<file path="src/rtl/lsu_ctrl_if.sv">
// Data-memory port between the load/store unit and memory: a single req/ack
// transaction with byte strobes on writes and same-cycle read data on ack.
interface lsu_ctrl_if;
    logic        mem_req;
    logic        mem_we;
    logic [31:0] mem_addr;
    logic [31:0] mem_wdata;
    logic [3:0]  mem_wstrb;
    logic        mem_ack;
    logic [31:0] mem_rdata;

    modport master (
        output mem_req,
        output mem_we,
        output mem_addr,
        output mem_wdata,
        output mem_wstrb,
        input  mem_ack,
        input  mem_rdata
    );

    modport slave (
        input  mem_req,
        input  mem_we,
        input  mem_addr,
        input  mem_wdata,
        input  mem_wstrb,
        output mem_ack,
        output mem_rdata
    );
endinterface

</file>
<file path="src/rtl/lsu_ctrl.sv">
// Load/store unit: turns a LOAD/STORE issue into one data-memory req/ack
// transaction and returns an extended load value or an error report.
module lsu_ctrl #(
    parameter int TIMEOUT = 255
) (
    input  logic              clk,
    input  logic              rst,
    input  logic              issue_valid,
    output logic              issue_ready,
    input  logic [6:0]        opcode,
    input  logic [2:0]        funct3,
    input  logic [4:0]        rd,
    input  logic [31:0]       addr,
    input  logic [31:0]       store_data,
    lsu_ctrl_if.master        bus,
    output logic              done,
    output logic              wb_valid,
    output logic [4:0]        wb_rd,
    output logic [31:0]       wb_data,
    output logic              err,
    output logic [1:0]        err_cause,
    output logic [31:0]       err_addr
);

    localparam logic [6:0] OP_LOAD  = 7'b0000011;
    localparam logic [6:0] OP_STORE = 7'b0100011;

    localparam logic [1:0] CAUSE_MISALIGNED = 2'b01;
    localparam logic [1:0] CAUSE_TIMEOUT    = 2'b10;
    localparam logic [1:0] CAUSE_ILLEGAL    = 2'b11;

    // Counter value seen on the last permitted request cycle.
    localparam logic [7:0] TIMEOUT_LAST = (TIMEOUT == 0) ? 8'd0 : 8'(TIMEOUT - 1);

    typedef enum logic [1:0] {
        IDLE   = 2'b00,
        ACCESS = 2'b01,
        RESP   = 2'b10
    } state_t;

    state_t      state, state_n;
    logic        is_load_q, is_load_n;
    logic [2:0]  funct3_q, funct3_n;
    logic [4:0]  rd_q, rd_n;
    logic [31:0] addr_q, addr_n;
    logic [7:0]  cnt_q, cnt_n;

    logic        issue_ready_q, issue_ready_n;
    logic        mem_req_q, mem_req_n;
    logic        mem_we_q, mem_we_n;
    logic [31:0] mem_addr_q, mem_addr_n;
    logic [31:0] mem_wdata_q, mem_wdata_n;
    logic [3:0]  mem_wstrb_q, mem_wstrb_n;
    logic        done_q, done_n;
    logic        wb_valid_q, wb_valid_n;
    logic [4:0]  wb_rd_q, wb_rd_n;
    logic [31:0] wb_data_q, wb_data_n;
    logic        err_q, err_n;
    logic [1:0]  err_cause_q, err_cause_n;
    logic [31:0] err_addr_q, err_addr_n;

    logic        is_load, is_store, mem_op;
    logic        illegal, misaligned;
    logic [3:0]  lane_strb;
    logic [31:0] lane_wdata;
    logic [31:0] shifted;
    logic [31:0] load_value;

    // Decode and legality of the instruction currently presented at issue.
    always_comb begin
        is_load    = (opcode == OP_LOAD);
        is_store   = (opcode == OP_STORE);
        mem_op     = is_load || is_store;
        illegal    = 1'b0;
        misaligned = 1'b0;
        if (is_load) begin
            illegal = (funct3 == 3'b011) || (funct3 == 3'b110) || (funct3 == 3'b111);
        end else if (is_store) begin
            illegal = (funct3 >= 3'b011);
        end
        case (funct3[1:0])
            2'b01:   misaligned = addr[0];
            2'b10:   misaligned = (addr[1:0] != 2'b00);
            default: misaligned = 1'b0;
        endcase
    end

    // Store lane placement: narrow data is replicated so any enabled lane sees it.
    always_comb begin
        lane_strb  = 4'b0000;
        lane_wdata = 32'h0000_0000;
        if (is_store) begin
            case (funct3[1:0])
                2'b00: begin
                    lane_strb  = 4'b0001 << addr[1:0];
                    lane_wdata = {4{store_data[7:0]}};
                end
                2'b01: begin
                    lane_strb  = 4'b0011 << addr[1:0];
                    lane_wdata = {2{store_data[15:0]}};
                end
                default: begin
                    lane_strb  = 4'b1111;
                    lane_wdata = store_data;
                end
            endcase
        end
    end

    // Load extraction from the returned word, using the captured byte offset.
    always_comb begin
        shifted = bus.mem_rdata >> {addr_q[1:0], 3'b000};
        case (funct3_q)
            3'b000:  load_value = {{24{shifted[7]}}, shifted[7:0]};
            3'b001:  load_value = {{16{shifted[15]}}, shifted[15:0]};
            3'b100:  load_value = {24'h000000, shifted[7:0]};
            3'b101:  load_value = {16'h0000, shifted[15:0]};
            default: load_value = shifted;
        endcase
    end

    // Next-state and next-output logic; every output is a register fed from here.
    always_comb begin
        state_n       = state;
        is_load_n     = is_load_q;
        funct3_n      = funct3_q;
        rd_n          = rd_q;
        addr_n        = addr_q;
        cnt_n         = cnt_q;
        issue_ready_n = issue_ready_q;
        mem_req_n     = mem_req_q;
        mem_we_n      = mem_we_q;
        mem_addr_n    = mem_addr_q;
        mem_wdata_n   = mem_wdata_q;
        mem_wstrb_n   = mem_wstrb_q;
        done_n        = done_q;
        wb_valid_n    = wb_valid_q;
        wb_rd_n       = wb_rd_q;
        wb_data_n     = wb_data_q;
        err_n         = err_q;
        err_cause_n   = err_cause_q;
        err_addr_n    = err_addr_q;

        case (state)
            IDLE: begin
                if (issue_valid && mem_op) begin
                    is_load_n     = is_load;
                    funct3_n      = funct3;
                    rd_n          = rd;
                    addr_n        = addr;
                    cnt_n         = 8'd0;
                    issue_ready_n = 1'b0;
                    if (illegal || misaligned) begin
                        state_n     = RESP;
                        done_n      = 1'b1;
                        err_n       = 1'b1;
                        err_cause_n = illegal ? CAUSE_ILLEGAL : CAUSE_MISALIGNED;
                        err_addr_n  = addr;
                    end else begin
                        state_n     = ACCESS;
                        mem_req_n   = 1'b1;
                        mem_we_n    = is_store;
                        mem_addr_n  = {addr[31:2], 2'b00};
                        mem_wdata_n = lane_wdata;
                        mem_wstrb_n = lane_strb;
                    end
                end
            end

            ACCESS: begin
                // An ack on the final permitted cycle still completes normally.
                if (bus.mem_ack) begin
                    state_n   = RESP;
                    mem_req_n = 1'b0;
                    done_n    = 1'b1;
                    if (is_load_q) begin
                        wb_valid_n = 1'b1;
                        wb_rd_n    = rd_q;
                        wb_data_n  = load_value;
                    end
                end else if ((TIMEOUT != 0) && (cnt_q == TIMEOUT_LAST)) begin
                    state_n     = RESP;
                    mem_req_n   = 1'b0;
                    done_n      = 1'b1;
                    err_n       = 1'b1;
                    err_cause_n = CAUSE_TIMEOUT;
                    err_addr_n  = addr_q;
                end else begin
                    cnt_n = cnt_q + 8'd1;
                end
            end

            RESP: begin
                state_n       = IDLE;
                issue_ready_n = 1'b1;
                done_n        = 1'b0;
                wb_valid_n    = 1'b0;
                wb_rd_n       = 5'd0;
                wb_data_n     = 32'h0000_0000;
                err_n         = 1'b0;
                err_cause_n   = 2'b00;
                err_addr_n    = 32'h0000_0000;
            end

            default: begin
                state_n       = IDLE;
                issue_ready_n = 1'b1;
                mem_req_n     = 1'b0;
            end
        endcase
    end

    // State and output registers; reset also abandons any in-flight access silently.
    always_ff @(posedge clk) begin
        if (rst) begin
            state         <= IDLE;
            is_load_q     <= 1'b0;
            funct3_q      <= 3'b000;
            rd_q          <= 5'd0;
            addr_q        <= 32'h0000_0000;
            cnt_q         <= 8'd0;
            issue_ready_q <= 1'b1;
            mem_req_q     <= 1'b0;
            mem_we_q      <= 1'b0;
            mem_addr_q    <= 32'h0000_0000;
            mem_wdata_q   <= 32'h0000_0000;
            mem_wstrb_q   <= 4'b0000;
            done_q        <= 1'b0;
            wb_valid_q    <= 1'b0;
            wb_rd_q       <= 5'd0;
            wb_data_q     <= 32'h0000_0000;
            err_q         <= 1'b0;
            err_cause_q   <= 2'b00;
            err_addr_q    <= 32'h0000_0000;
        end else begin
            state         <= state_n;
            is_load_q     <= is_load_n;
            funct3_q      <= funct3_n;
            rd_q          <= rd_n;
            addr_q        <= addr_n;
            cnt_q         <= cnt_n;
            issue_ready_q <= issue_ready_n;
            mem_req_q     <= mem_req_n;
            mem_we_q      <= mem_we_n;
            mem_addr_q    <= mem_addr_n;
            mem_wdata_q   <= mem_wdata_n;
            mem_wstrb_q   <= mem_wstrb_n;
            done_q        <= done_n;
            wb_valid_q    <= wb_valid_n;
            wb_rd_q       <= wb_rd_n;
            wb_data_q     <= wb_data_n;
            err_q         <= err_n;
            err_cause_q   <= err_cause_n;
            err_addr_q    <= err_addr_n;
        end
    end

    assign issue_ready   = issue_ready_q;
    assign bus.mem_req   = mem_req_q;
    assign bus.mem_we    = mem_we_q;
    assign bus.mem_addr  = mem_addr_q;
    assign bus.mem_wdata = mem_wdata_q;
    assign bus.mem_wstrb = mem_wstrb_q;
    assign done          = done_q;
    assign wb_valid      = wb_valid_q;
    assign wb_rd         = wb_rd_q;
    assign wb_data       = wb_data_q;
    assign err           = err_q;
    assign err_cause     = err_cause_q;
    assign err_addr      = err_addr_q;

endmodule

</file>
<file path="src/flat_wrapper.sv">
// flat-port wrapper written by rule: the top's interface ports become plain ports
module lsu_ctrl_flat 
#(
    parameter int TIMEOUT = 255
)
  (clk, rst, issue_valid, issue_ready, opcode, funct3, rd, addr, store_data, done, wb_valid, wb_rd, wb_data, err, err_cause, err_addr, bus_mem_req, bus_mem_we, bus_mem_addr, bus_mem_wdata, bus_mem_wstrb, bus_mem_ack, bus_mem_rdata);
  lsu_ctrl_if bus_i ();
  input  logic clk;
  input  logic rst;
  input  logic issue_valid;
  output logic issue_ready;
  input  logic [6:0] opcode;
  input  logic [2:0] funct3;
  input  logic [4:0] rd;
  input  logic [31:0] addr;
  input  logic [31:0] store_data;
  output logic done;
  output logic wb_valid;
  output logic [4:0] wb_rd;
  output logic [31:0] wb_data;
  output logic err;
  output logic [1:0] err_cause;
  output logic [31:0] err_addr;
  output wire logic [$bits(bus_i.mem_req)-1:0] bus_mem_req;
  output wire logic [$bits(bus_i.mem_we)-1:0] bus_mem_we;
  output wire logic [$bits(bus_i.mem_addr)-1:0] bus_mem_addr;
  output wire logic [$bits(bus_i.mem_wdata)-1:0] bus_mem_wdata;
  output wire logic [$bits(bus_i.mem_wstrb)-1:0] bus_mem_wstrb;
  input wire logic [$bits(bus_i.mem_ack)-1:0] bus_mem_ack;
  input wire logic [$bits(bus_i.mem_rdata)-1:0] bus_mem_rdata;
  assign bus_mem_req = bus_i.mem_req;
  assign bus_mem_we = bus_i.mem_we;
  assign bus_mem_addr = bus_i.mem_addr;
  assign bus_mem_wdata = bus_i.mem_wdata;
  assign bus_mem_wstrb = bus_i.mem_wstrb;
  assign bus_i.mem_ack = bus_mem_ack;
  assign bus_i.mem_rdata = bus_mem_rdata;
  lsu_ctrl #(.TIMEOUT(TIMEOUT)) u_core (.clk(clk), .rst(rst), .issue_valid(issue_valid), .issue_ready(issue_ready), .opcode(opcode), .funct3(funct3), .rd(rd), .addr(addr), .store_data(store_data), .bus(bus_i), .done(done), .wb_valid(wb_valid), .wb_rd(wb_rd), .wb_data(wb_data), .err(err), .err_cause(err_cause), .err_addr(err_addr));
endmodule
</file>
<file path="config.mk">
export PLATFORM = sky130hd
export DESIGN_NAME = lsu_ctrl_flat
export DESIGN_NICKNAME = d
export VERILOG_FILES = /design/src/rtl/lsu_ctrl_if.sv /design/src/rtl/lsu_ctrl.sv /design/src/flat_wrapper.sv
export SDC_FILE = /design/constraint.sdc
export NUM_CORES = 1
export LEC_CHECK = 0
export ABC_AREA = 1
export BUFFER_PORTS_ARGS = -buffer_cell sky130_fd_sc_hd__buf_2
export CAP_MARGIN = 20
export CORE_UTILIZATION = 35
export DETAILED_ROUTE_END_ITERATION = 6
export PLACE_DENSITY = 0.65
export SLEW_MARGIN = 40
export SYNTH_ARGS = -nofsm -noshare
export SYNTH_HDL_FRONTEND = slang
export SYNTH_SLANG_ARGS = --single-unit
</file>
<file path="constraint.sdc">
create_clock -name clk -period 3.9 [get_ports clk]
set_input_delay 0.195 -clock clk [delete_from_list [all_inputs] [get_ports clk]]
set_output_delay 0.195 -clock clk [all_outputs]
set_load 0.05 [all_outputs]
</file>
* After elaboration in Yosys (flattened, before gate mapping) *
Index checks and enable logic that the tools add are counted.

word-level totals
  register bits after elaboration = 194
  output and inout port bits = 145
  bits of input ports = 115

operators by class
  order comparisons = 1
  eq/ne operators = 22
  muxes and demuxes = 50
  shift operators = 3
  bitwise gates (word level) = 3
  $add $sub $neg = 1
  reduce and logical (&&, ||, !) cells = 21

operators by type and width
  cell                 number
  $mux 32              7
  $pmux 32 s2          2
  $pmux 32 s4          1
  $pmux 32 s3          1
  $shr 32x5->32        1
  $mux 8               3
  $mux 2               8
  $pmux 8 s2           1
  $mux 1               14
  $eq 3x3->1 const B   4
  $reduce_and 4->1     3
  $mux 5               2
  $pmux 5 s2           1
  $pmux 1 s3           3
  $add 8x1->8 const B  1
  $eq 8x8->1 const B   1
  $ne 2x1->1 const B   4
  $ne 2x2->1 const B   4
  $pmux 4 s2           1
  $eq 7x2->1 const B   1
  $eq 7x6->1 const B   1
  $pmux 1 s2           3
  $pmux 2 s3           1
  $reduce_and 2->1     3
  other kinds (19)     30

* Depth between registers and ports, before layout *
  depth in word-level cells = 8
  gate-level depth with buffers = 12
  mapped depth without buffers = 11

* Worst setup path before layout *
Ideal clock, no wire load.

  path kind = input to register
  start point = input port funct3[1]
  end point = register u_core.mem_wdata_q[10], in the netlist u_core.bus.mem_wdata[10]
  path slack = 2.283 ns
  required time = 3.768 ns
  setup time = 0.132 ns
  cell stages on the path = 12
  path buffers = 2
  data arrival time = 1.485 ns
  path through = inv_1 ha_1 buf_4 nand2_1 nand2_1 nand3_1 nand3_2 nor2_8 inv_4 buf_4 nand2_1 a21oi_1

on the way
  longest elaborated chain between the ends = 7
  elaborated cells on any way between the ends = 17
  those cells by class = order compare: 1; eq/ne: 5; mux: 5; bitwise: 1; reduce/logical: 5

RTL lines
  element                                                             RTL line            source
  start, declared                                                     flat_wrapper.sv:13  input logic [2:0] funct3;
  parallel branches: the longest is 7 deep, another holds $ge 3x2->1  n/a
  end signal, assigned                                                lsu_ctrl.sv:246     mem_wdata_q <= mem_wdata_n;
  end, declared                                                       lsu_ctrl.sv:52      logic [31:0] mem_wdata_q, mem_wdata_n;

Parallel ways; which one is timed is not known.
A chain may end at the register's enable or synchronous reset.

* Worst setup path in the final report *
  start point = register u_core.state[0]
  end point = register u_core.err_addr_q[17], in the netlist u_core.err_addr[17]

on the way
  longest elaborated chain between the ends = 3
  elaborated cells on any way between the ends = 10
  those cells by class = eq/ne: 6; mux: 1; reduce/logical: 3

RTL lines
  element                                       RTL line         source
  start, declared                               lsu_ctrl.sv:41   state_t state, state_n;
  start signal, assigned                        lsu_ctrl.sv:236  state <= state_n;
  $eq 2x1->1 (tied with other cells)            lsu_ctrl.sv:144  case (state)
  $ne 2x1->1 (no line) (tied with other cells)  n/a
  $reduce_and 5->1 (no line)                    n/a
  end signal, assigned                          lsu_ctrl.sv:254  err_addr_q <= err_addr_n;
  end, declared                                 lsu_ctrl.sv:60   logic [31:0] err_addr_q, err_addr_n;

Parallel ways exist; a longest one is shown, timed or not.

==> results.cfg <==
[drt]
vias_per_cell = 4.94
ant_nets = 0
wl_per_cell_um = 14.9
vias = 9483
dr.pass1.iters = 6
routed_wl_um = 28500
first_iter_violations = 782
drc = 0

[clock_network]
cts_resized = 0
htree_num_levels = 4
cts_sinks = 194
hold_buffers = 4
clkLatencyLatePin_ps = 430
cts.path.max_buffers = 2
clockRootBuffer = clkbuf_16
cts.clk_slew.worst_paths_ps = 80
cts_buffers = 17
cts_tree = built
cts_setup_buffers = 0

[layout]
finish.utilization = 0.437
layout_commonest_cell = nand2_1
nets = 1697
final_cell_mix = 455 x nand2_1, 256 x buf_2, 194 x dfxtp_1
seqCellArea_sq_um = 3880
areaGrowthSynthToFinish_pct = 21.0
drive_above_1_share = 0.203
multiInputGateArea_sq_um = 4410
stdcell_area_sq_um = 11100
nFillCells = 2725

[floorplan]
io_pins = 260
row_count = 58
die_x_um = 164
fp.dieH_um = 164
dieArea_sq_um = 26900
initial_core_util = 0.361
core_area_sq_um = 25500

[sta]
setup_slack_ps = 1360
finalHoldViolations = 0
clock_skew_ps = 14.3
setup_tns_ps = 0
fin_crit_ps = 2540
whs_ps = 17.3
setup_viol = 0
fmax_mhz = 394
post-route-period-util = 0.651
rsz0062_at_grt = no
max-slew-margin-rel = 0.470
tightestPinTransition_ps = 795
maxSlewViolCount = 0

[synth]
synth-edff-count = 0
avgSynthCellArea_sq_um = 6.67
synth_cell_types = 34
synth_top_area_cell = dfxtp_1
yosysSeqAreaShare = 0.423
synth_top_area_frac = 0.423
synth_area_leaders = dfxtp_1 42%, nand2_1 19%, a21oi_1 7.9%
synthArstFlopShare = 0
synthCells = 1377
synth_ff_type = dfxtp_1
synth_area_sq_um = 9190
yosysWarnings = 0
synth.ff_latch_count = 194

[flow_run]
maxCapViolations = 0

[critical_path]
crit_end = u_core.err_addr[17]$_SDFFE_PP0P_
reg2reg_slack_ps = 1360
startpoint = u_core.state[0]$_SDFFE_PP0P_
r2r-end = u_core.err_addr[17]$_SDFFE_PP0P_
rr_worst_depth = 8
crit_required_ps = 4220
crit_path_frequent_cell = nand2_1
cp.arrival_ps = 2860
cp_max_fo = 70
setup.worst_path.start_class = register
path_delay_family = simple AND/OR/NAND/NOR gates
endpoint_kind = register
crit_slowest_cell = nand3_4
r2r_start = u_core.state[0]$_SDFFE_PP0P_
cp_cell_sequence = inv_1 > ha_1 > inv_1 > nand2_1 > nand3_4 > nand2_1 > nand2_1 > nor2_1
cp_slowest_stage_delay_ps = 620
cp_num_buf_inv = 2
crit_type = register to register
cp.depth = 8

[placement]
place_congestion = 0.864
place_ws_ps = 1260
place_area_sq_um = 10500
hpwl_um = 19800
portBuffers = 257

[grt]
grt_pass1_vias = 8582
grt_max_degree = 71
grt_use_total = 0.210
grt_pass1_wl_um = 44400
gr-total-overflow = 0
antenna_found_initial = 4

[power_and_ir_drop]
switching_power_w = 0.00210
swShare = 0.376
power.internal_w = 0.00349
p_clk_frac = 0.323
pwr-share-comb = 0.280
worst_ir_drop_vdd_mv = 0.376
powerDensity_nw_per_um2 = 502
cellLeakagePower_nw = 5.30
seq_power_share = 0.397

[run_status]
status = finished, final reports clean

[worst_hold_path]
hp-class = input pin to register
[tightest hold or removal path, stage by stage]
cell	delay, ps
buf_2	80
nor2_1	40
nor2_1	100
[power by group through the flow]
stage               Clock, W  Combinational, W  Sequential [W]
global route         0.00191           0.00170         0.00224
floorplan                  0          0.000675         0.00275
global placement           0           0.00155         0.00226
detailed placement         0           0.00156         0.00226
CTS                  0.00184           0.00157         0.00222
finish               0.00180           0.00156         0.00222
[per-layer routing]
layer,track usage,routed length (um)
met1,0.271,12800
met2,0.342,13100
met3,0.0409,1850
met4,0.0880,777
met5,0,10
[sequential cells by signal (all words and copies together), names as in the netlist, 2 cells and up]
register / count
u_core.err_cause: 2
u_core.bus.mem_wstrb: 4
u_core.addr_q: 32
u_core.state: 2
u_core.bus.mem_wdata: 32
u_core.bus.mem_addr: 30
u_core.err_addr: 32
u_core.wb_data: 32
u_core.cnt_q: 8
u_core.wb_rd: 5
u_core.rd_q: 5
u_core.funct3_q: 3
[worst min path at each step]
stage | to | slack, ps | startpoint | cells after the start
floorplan | u_core.is_load_q$_SDFFE_PP0P_ | 290 | opcode[5] | 1
global placement | u_core.rd_q[4]$_SDFFE_PP0P_ | 420 | rd[4] | 3
detailed placement | u_core.rd_q[2]$_SDFFE_PP0P_ | 420 | rd[2] | 3
CTS | u_core.rd_q[0]$_SDFFE_PP0P_ | 4 | rd[0] | 3
global route | u_core.is_load_q$_SDFFE_PP0P_ | 10 | opcode[5] | 2
finish | u_core.rd_q[0]$_SDFFE_PP0P_ | 20 | rd[0] | 3
[logic make-up after synthesis]
logic type / count (synthesis) / share of synthesized area
and+or+nand+nor: 729 / 0.326
AOI/OAI and AO/OA: 238 / 0.137
buffers and inverters: 202 / 0.0984
DFF: 194 / 0.423
adders and majority gates: 9 / 0.0123
xor gates and xnor gates: 4 / 0.00381
other: 1 / 0.000408
[final cells by class]
cell class	count	share of cell area
clock buffers	20	0.0402
inverters	107	0.0364
flip-flops and latches	194	0.349
multi-input cells	982	0.397
clock inverters	12	0.0130
diodes	4	0.000900
repair buffers	271	0.126
well taps	330	0.0371
[synth_stat cells (8+ instances only)]
cell,count
dfxtp_1,194
nand4_1,22
o21ai_0,61
a21oi_1,145
o22ai_1,14
buf_6,8
nand2_1,455
buf_4,15
clkbuf_1,48
buf_2,22
o211ai_1,11
inv_1,100
nor2_1,146
nand3_1,91
ha_1,9
[metrics by stage]
step | std cells | power, W
finish | 1920 | 0.00559
global route | 1918 | 0.00585
CTS | 1916 | 0.00563
detailed placement | 1880 | 0.00383
global placement | 1880 | 0.00381
floorplan | 1378 | 0.00343
Power figures use the tool's default switching activity.
